### src/rtl/stage_sequencer.sv
// stage_sequencer: multi-cycle instruction sequencer producing the 3-bit Stage
// code (0 idle, 1..5 Fetch..Write Back, 7 halted) for the downstream
// stage-enable decoder. It supports run, single-step, halt and wait-timeout,
// and keeps debug counters for retired instructions and memory stall cycles.
module stage_sequencer #(
  parameter int COUNT_WIDTH = 16,
  parameter int MAX_WAIT    = 15
) (
  input  logic                   Clock,
  input  logic                   Reset,
  input  logic                   Run,
  input  logic                   Step,
  input  logic                   Mem_Wait,
  input  logic                   HALT_FLAG,
  input  logic                   Resume,
  output logic [2:0]             Stage,
  output logic                   Instr_Retired,
  output logic [COUNT_WIDTH-1:0] Instr_Count,
  output logic [COUNT_WIDTH-1:0] Stall_Count,
  output logic                   Running,
  output logic                   Halted,
  output logic                   Timeout
);

  // The state encoding equals the Stage code, so Stage is the state register.
  // Code 6 is never entered; it only appears through corruption and recovers.
  typedef enum logic [2:0] {
    ST_IDLE      = 3'd0,
    ST_FETCH     = 3'd1,
    ST_DECODE    = 3'd2,
    ST_EXECUTE   = 3'd3,
    ST_MEMORY    = 3'd4,
    ST_WRITEBACK = 3'd5,
    ST_HALT      = 3'd7
  } state_e;

  localparam logic [7:0]             MAX_WAIT_C = 8'(MAX_WAIT);
  localparam logic [COUNT_WIDTH-1:0] CNT_ONE    = COUNT_WIDTH'(1);
  localparam logic [COUNT_WIDTH-1:0] CNT_MAX    = {COUNT_WIDTH{1'b1}};

  state_e                 state_q, state_d;
  logic                   step_q, step_d;
  logic [7:0]             wait_q, wait_d;
  logic [COUNT_WIDTH-1:0] instr_q, instr_d;
  logic [COUNT_WIDTH-1:0] stall_q, stall_d;
  logic                   timeout_q, timeout_d;

  // Saturating increment for the stall counter.
  function automatic logic [COUNT_WIDTH-1:0] sat_inc(input logic [COUNT_WIDTH-1:0] v);
    if (v == CNT_MAX) begin
      return v;
    end else begin
      return v + CNT_ONE;
    end
  endfunction

  // State and counter registers with asynchronous active-high reset.
  always_ff @(posedge Clock or posedge Reset) begin
    if (Reset) begin
      state_q   <= ST_IDLE;
      step_q    <= 1'b0;
      wait_q    <= 8'd0;
      instr_q   <= '0;
      stall_q   <= '0;
      timeout_q <= 1'b0;
    end else begin
      state_q   <= state_d;
      step_q    <= step_d;
      wait_q    <= wait_d;
      instr_q   <= instr_d;
      stall_q   <= stall_d;
      timeout_q <= timeout_d;
    end
  end

  // Next-state logic: stage progression, memory-wait holds, timeout, halt.
  always_comb begin
    state_d   = state_q;
    step_d    = step_q;
    wait_d    = 8'd0;
    instr_d   = instr_q;
    stall_d   = stall_q;
    timeout_d = timeout_q;

    case (state_q)
      ST_IDLE: begin
        if (Run) begin
          state_d = ST_FETCH;
          step_d  = 1'b0;
        end else if (Step) begin
          state_d = ST_FETCH;
          step_d  = 1'b1;
        end else begin
          state_d = ST_IDLE;
        end
      end

      ST_FETCH, ST_MEMORY: begin
        if (Mem_Wait) begin
          if (wait_q == MAX_WAIT_C) begin
            // Wait budget exhausted: abandon the instruction without
            // counting this edge as a stall.
            state_d   = ST_HALT;
            timeout_d = 1'b1;
          end else begin
            state_d = state_q;
            wait_d  = wait_q + 8'd1;
            stall_d = sat_inc(stall_q);
          end
        end else if (state_q == ST_FETCH) begin
          state_d = ST_DECODE;
        end else begin
          state_d = ST_WRITEBACK;
        end
      end

      ST_DECODE: begin
        state_d = ST_EXECUTE;
      end

      ST_EXECUTE: begin
        state_d = ST_MEMORY;
      end

      ST_WRITEBACK: begin
        instr_d = instr_q + CNT_ONE;
        if (HALT_FLAG) begin
          state_d = ST_HALT;
        end else if (step_q) begin
          state_d = ST_IDLE;
          step_d  = 1'b0;
        end else if (Run) begin
          state_d = ST_FETCH;
        end else begin
          state_d = ST_IDLE;
        end
      end

      ST_HALT: begin
        if (Resume) begin
          state_d   = ST_IDLE;
          timeout_d = 1'b0;
        end else begin
          state_d = ST_HALT;
        end
      end

      default: begin
        state_d = ST_IDLE;
        step_d  = 1'b0;
      end
    endcase
  end

  assign Stage         = state_q;
  assign Instr_Count   = instr_q;
  assign Stall_Count   = stall_q;
  assign Timeout       = timeout_q;
  assign Instr_Retired = (state_q == ST_WRITEBACK);
  assign Halted        = (state_q == ST_HALT);
  assign Running       = (state_q == ST_FETCH)   || (state_q == ST_DECODE) ||
                         (state_q == ST_EXECUTE) || (state_q == ST_MEMORY) ||
                         (state_q == ST_WRITEBACK);

endmodule

### config.mk
export PLATFORM = sky130hd
export DESIGN_NAME = stage_sequencer
export DESIGN_NICKNAME = d
export VERILOG_FILES = /design/src/rtl/stage_sequencer.sv
export SDC_FILE = /design/constraint.sdc
export NUM_CORES = 1
export LEC_CHECK = 0
export ABC_AREA = 1
export CAP_MARGIN = 20
export CORE_MARGIN = 1.5
export CORE_UTILIZATION = 46
export CTS_CLUSTER_DIAMETER = 100
export DETAILED_ROUTE_END_ITERATION = 12
export PLACE_DENSITY_LB_ADDON = 0.15
export SETUP_SLACK_MARGIN = 0.4
export SLEW_MARGIN = 20
export SYNTH_ARGS = -nofsm -noshare
export SYNTH_HDL_FRONTEND = slang
export SYNTH_SLANG_ARGS = --single-unit
### constraint.sdc
create_clock -name Clock -period 1.66 [get_ports Clock]
set_input_delay 0.332 -clock Clock [delete_from_list [all_inputs] [get_ports Clock]]
set_output_delay 0.332 -clock Clock [all_outputs]
set_load 0.01 [all_outputs]
---- Word-level counts from Yosys, hierarchy flattened ----
Index checks and enable logic that the tools add are counted.
operators by class
  bitwise operators ....................... 3
  reduce and logical (&&, ||, !) cells .... 11
  multiplexer cells ....................... 21
  add/sub/neg operators ................... 3
  equality and inequality tests ........... 14
operator list
  operator                                                         count
  16-bit by 1-bit adder with 16-bit output, second input constant  2
  8-bit 2-to-1 mux                                                 3
  3-bit one-hot mux with 6 select lines                            1
  16-bit == test, second input constant                            1
  3-bit 2-to-1 mux                                                 5
  1-bit 2-to-1 mux                                                 10
  3-bit == test, second input constant                             3
  8-bit by 1-bit adder with 8-bit output, second input constant    1
  8-bit by 4-bit == test with 1-bit output, second input constant  1
  2-bit inequality test, second input constant                     4
  4-bit AND reduction                                              2
  3-bit by 2-bit == test with 1-bit output, second input constant  2
  3-bit inequality test, second input constant                     2
  5-bit OR reduction                                               1
  1-bit logical OR                                                 4
  3-bit by 1-bit == test with 1-bit output, second input constant  1
  3-bit zero test                                                  1
  1-bit inverter                                                   3
  1-bit one-hot mux with 3 select lines                            1
  3-bit AND reduction                                              1
  1-bit one-hot mux with 2 select lines                            1
  2-bit nonzero test                                               1
  2-bit OR reduction                                               1
storage, ports and cells
  logic and storage cells ................. 58
  output and inout bits ................... 39
  flip-flop bits (word level) ............. 45

---- Longest topological paths before layout ----
  depth after elaboration ................. 5
  depth in mapped cells ................... 10
  depth with buffers taken out ............ 9

---- Worst setup path after synthesis ----
No wires, ideal clock.
  path kind ............................... reg-to-reg
  start ................................... reg stall_q[0] (netlist: Stall_Count[0])
  end ..................................... reg stall_q[2] (netlist: Stall_Count[2])
  cell stages (with the launch flop) ...... 10
  data arrival time ....................... 1,457 ps
  clock period less this slack ............ 1,573 ps
  required time ........................... 1,544 ps
  path slack .............................. 87 ps
  setup time .............................. 116 ps
  cell sequence ........................... dfrtp_1 -> ha_1 -> nand3_1 -> inv_1 -> nand3_1 -> nor2_1 -> nor2_4 -> buf_6 -> nand2_1 -> nand2_1
on the way
  longest elaborated chain between the ends .. 3
  elaborated cells on any way between the ends .. 4
  those cells by class .................... add/sub: 1; eq/ne: 1; bitwise: 1; reduce/logical: 1
RTL lines
  item                                                                                              RTL line  source
  from (decl)                                                                                       45        logic [COUNT_WIDTH-1:0] stall_q, stall_d;
  from (signal assigned)                                                                            71        stall_q <= stall_d;
  parallel branches: the longest is 3 deep, another holds 16-bit by 1-bit adder with 16-bit output  -
Several ways; the timed one is not identified.
A chain may end at the register's enable or synchronous reset.

---- Worst setup path after layout ----
  start ................................... reg state_q[1] (netlist: Stage[1])
  end ..................................... out Running
on the way
  longest elaborated chain between the ends .. 5
  elaborated cells on any way between the ends .. 9
  those cells by class .................... eq/ne: 5; reduce/logical: 4
RTL lines
  item                                                                                                         RTL line  source
  from (decl)                                                                                                  41        state_e state_q, state_d;
  from (signal assigned)                                                                                       67        state_q <= state_d;
  3-bit by 1-bit == test with 1-bit output / 3-bit by 2-bit == test with 1-bit output (equally long branches)  161       assign Running = (state_q == ST_FETCH) || (state_q == ST_DECODE) ||
  1-bit logical OR (2 in a row)                                                                                161
  1-bit logical OR                                                                                             162       (state_q == ST_EXECUTE) || (state_q == ST_MEMORY) ||
  1-bit logical OR (*)                                                                                         162
  to (decl)                                                                                                    20        output logic Running,
Mark *: on every way between the ends. The rest lies on a longest branch, timed or not.

==> load_flow_metrics.sql <==
INSERT INTO impl_metrics (metric_group, metric, value, unit) VALUES
('run_status', 'run_status', 'complete, no violations', ''),
('final_layout', 'post_layout_nonfiller_instances', '568', ''),
('floorplan', 'dieHeight', '79.2', 'um'),
('floorplan', 'die_w', '79.2', 'um'),
('logic_synthesis', 'syn_area_per_cell', '7.32', 'sq um'),
('worst_setup_path', 'crit_family', 'flip-flops', ''),
('sta', 'layout_min_cycle_time', '1.59', 'ns'),
('logic_synthesis', 'synth.cell_area', '0.00267', 'sq mm'),
('logic_synthesis', 'yosys_warnings', '0', ''),
('logic_synthesis', 'synth-seq-area-share', '42.2', '%'),
('logic_synthesis', 'most_common_flop_cell_mapped_by_yosys', 'sky130_fd_sc_hd__dfrtp_1', ''),
('logic_synthesis', 'synth_top_cell_area_share', '42.2', '%'),
('pwr', 'leakage', '2.06', 'nW'),
('final_layout', 'layout.nets', '505', ''),
('global_routing', 'grt_overflow', '0', ''),
('final_layout', 'layout-drive-gt1-share', '40.7', '%'),
('final_layout', 'layout.filler_cells', '402', ''),
('worst_setup_path', 'path_cells', 'buf_4 -> o21ai_2 -> nand2_2 -> nand2_1 -> buf_2', ''),
('floorplan', 'fp-row-count', '27', ''),
('logic_synthesis', 'async_flop_share', '100', '%'),
('global_routing', 'initial_antenna_violation_count', '0', ''),
('place', 'finalWeightedCongestion', '0.863', ''),
('drt', 'detailedRoute.firstIterationViolations', '95', ''),
('final_layout', 'area_used_by_multi_input_combinational_logic', '0.00159', 'sq mm'),
('final_layout', 'area_delta_synth_final', '54.8', '%'),
('sta', 'actual_slew_at_the_worst_max_slew_pin', '0.338', 'ns'),
('floorplan', 'core-area', '0.00554', 'sq mm'),
('drt', 'dr_total_vias', '2842', ''),
('clocking', 'tritoncts.num_buffers', '5', ''),
('floorplan', 'die_area', '0.00627', 'sq mm'),
('place', 'port_buffers', '45', ''),
('floorplan', 'pin_count', '46', ''),
('logic_synthesis', 'syn_nets', '375', ''),
('sta', 'grt_setup_unrepaired', 'yes', ''),
('logic_synthesis', 'yosys_register_bits', '45', ''),
('worst_hold_path', 'kind_of_path_behind_the_tightest_hold_check', 'in -> async', ''),
('worst_setup_path', 'timing.setup.critical_path_class', 'reg -> out', ''),
('drt', 'post_detailed_route_via_to_cell_ratio', '5.00', ''),
('worst_setup_path', 'arrival', '1.25', 'ns'),
('clocking', 'clock_input_transition_at_the_sequential_cells_of_the_worst_setup_and_hold_paths', '0.09', 'ns'),
('clocking', 'cts.sink_count', '45', ''),
('drt', 'detail_route.drc_violations', '0', ''),
('place', 'dp.cells', '491', ''),
('sta', 'min_period_over_period', '95.5', '%'),
('logic_synthesis', 'synthCells', '365', ''),
('drt', 'drt-wirelength-per-cell', '12.9', 'um'),
('drt', 'detail-route-antenna-nets', '0', ''),
('sta', 'maxSlewViolCount', '0', ''),
('worst_setup_path', 'timing.critical_path.slowest_cell_delay', '0.44', 'ns'),
('worst_setup_path', 'setup.worst_path.end_class', 'primary output', ''),
('clocking', 'root_cell_of_the_clock_tree', 'sky130_fd_sc_hd__clkbuf_8', ''),
('clocking', 'clk_latency', '0.30', 'ns'),
('worst_setup_path', 'worstPathMaxFanout', '3', ''),
('clocking', 'cts_hold_buffers', '0', ''),
('final_layout', 'layout.area.seq', '0.00114', 'sq mm'),
('logic_synthesis', 'synth_edf_count', '0', ''),
('logic_synthesis', 'yosys-top-cells-count', 'sky130_fd_sc_hd__nand2_1 (133), sky130_fd_sc_hd__nor2_1 (53), sky130_fd_sc_hd__dfrtp_1 (45)', ''),
('flow_run', 'max_cap_violations', '0', ''),
('sta', 'max_clock_freq', '0.631', 'GHz'),
('sta', 'timing.max_slew.rel_slack', '77.3', '%'),
('logic_synthesis', 'netlist_top_cells_area', 'sky130_fd_sc_hd__dfrtp_1 (42%), sky130_fd_sc_hd__nand2_1 (19%), sky130_fd_sc_hd__nor2_1 (7.4%)', ''),
('place', 'hpwlAfterDp', '4.22', 'mm'),
('global_routing', 'groute.usage.overall', '23.5', '%'),
('worst_setup_path', 'cp_num_buf_inv', '2', ''),
('pwr', 'vdd_drop_max', '0.790', 'mV'),
('drt', 'first_pass_iters', '4', ''),
('final_layout', 'final_cell_area', '0.00414', 'sq mm'),
('logic_synthesis', 'synth.lib_cells_used.distinct', '25', ''),
('global_routing', 'via_count_of_the_first_global_routing_pass', '2600', ''),
('global_routing', 'grt_first_pass_wirelength', '11.5', 'mm'),
('worst_setup_path', 'cp_data_required_time', '1.33', 'ns');
[cells by family after synthesis]
kind of cell | share of synthesized area [%]
xor+xnor | 5.57
buf+inv | 6.79
fa+ha+maj | 1.41
flops | 42.2
simple gates | 41.0
compound gates | 3.09
[worst reg2reg max path, stage by stage, from the launching register on]
cell                      delay [ns]
sky130_fd_sc_hd__dfrtp_2        0.42
sky130_fd_sc_hd__buf_6          0.13
sky130_fd_sc_hd__nor2_4         0.11
sky130_fd_sc_hd__buf_4          0.12
sky130_fd_sc_hd__nand2_2        0.07
sky130_fd_sc_hd__nand2_4        0.09
sky130_fd_sc_hd__nand2_4        0.08
sky130_fd_sc_hd__nor2_8         0.19
sky130_fd_sc_hd__nand2_8        0.12
sky130_fd_sc_hd__nand2_1        0.07
sky130_fd_sc_hd__nand2_1        0.05
[sequential cells by signal, indices dropped and copies added (netlist names)]
signal       flops
Instr_Count     16
Stage            3
Stall_Count     16
Timeout          1
step_q           1
wait_q           8
[cell type report]
class                   instances  share of cell area (%)
flip-flops and latches         45                    27.6
clock buffers                   6                    1.75
inverters                      35                    3.51
multi-input cells             280                    38.4
repair buffers                128                    26.3
well taps                      72                    2.18
clock inverters                 2                   0.242
[per-stage QoR]
step,TNS (ns),worst slack (ns),power (mW),util (%)
finish,0,0.0742,4.74,74.6
global route,-0.0300,-0.0110,5.06,74.6
CTS,0,0.0896,4.41,69.9
detailed placement,0,0.0180,3.24,60.2
global placement,0,0.0306,3.20,60.2
floorplan,0,0.201,2.54,-
[worst paths after layout]
path | startpoint | end | depth (start not counted)
worst max register to register | Stage[0] | Stall_Count[4] | 10
worst max-delay path | Stage[1] | Running | 5
max in group asynchronous | Reset | Instr_Count[3] | 3
worst min register to register | step_q | step_q | 2
min in group Clock | step_q | step_q | 2
worst min-delay path | Reset | Timeout | 3
[layer usage]
layer | vias up | routed length [um] | GRT usage (%)
li1 | 1405 | - | -
met1 | 1341 | 3120 | 28.6
met2 | 80 | 3670 | 41.5
met3 | 16 | 382 | 3.68
met4 | 0 | 157 | 8.95
met5 | - | 0 | 0
[layout by cell type (no fill, tap or decap), drive strengths merged, types with 9 or more instances in the layout]
cell type and instances:
buf 110, clkbuf 18, dfrtp 45, inv 34, nand2 142, nand3 25, nand4 11, nor2 59
o21ai 10, xnor2 9
[power breakdown]
part	total [mW]	switching (mW)	leakage [nW]	internal (mW)
Combinational	2.65	1.33	1.42	1.32
Sequential	1.43	0.160	0.594	1.27
Clock	0.662	0.369	0.0450	0.292
Total	4.74	1.86	2.06	2.88
[repair_timing]
| action | CTS | global route |
|---|---|---|
| setup endpoints to repair | 78 | 73 |
| buffers inserted | 49 | 20 |
| resized for setup | 185 | 67 |
| gates cloned | 0 | 0 |
| pin swaps | 8 | 24 |
(Power assumes the default switching activity.)
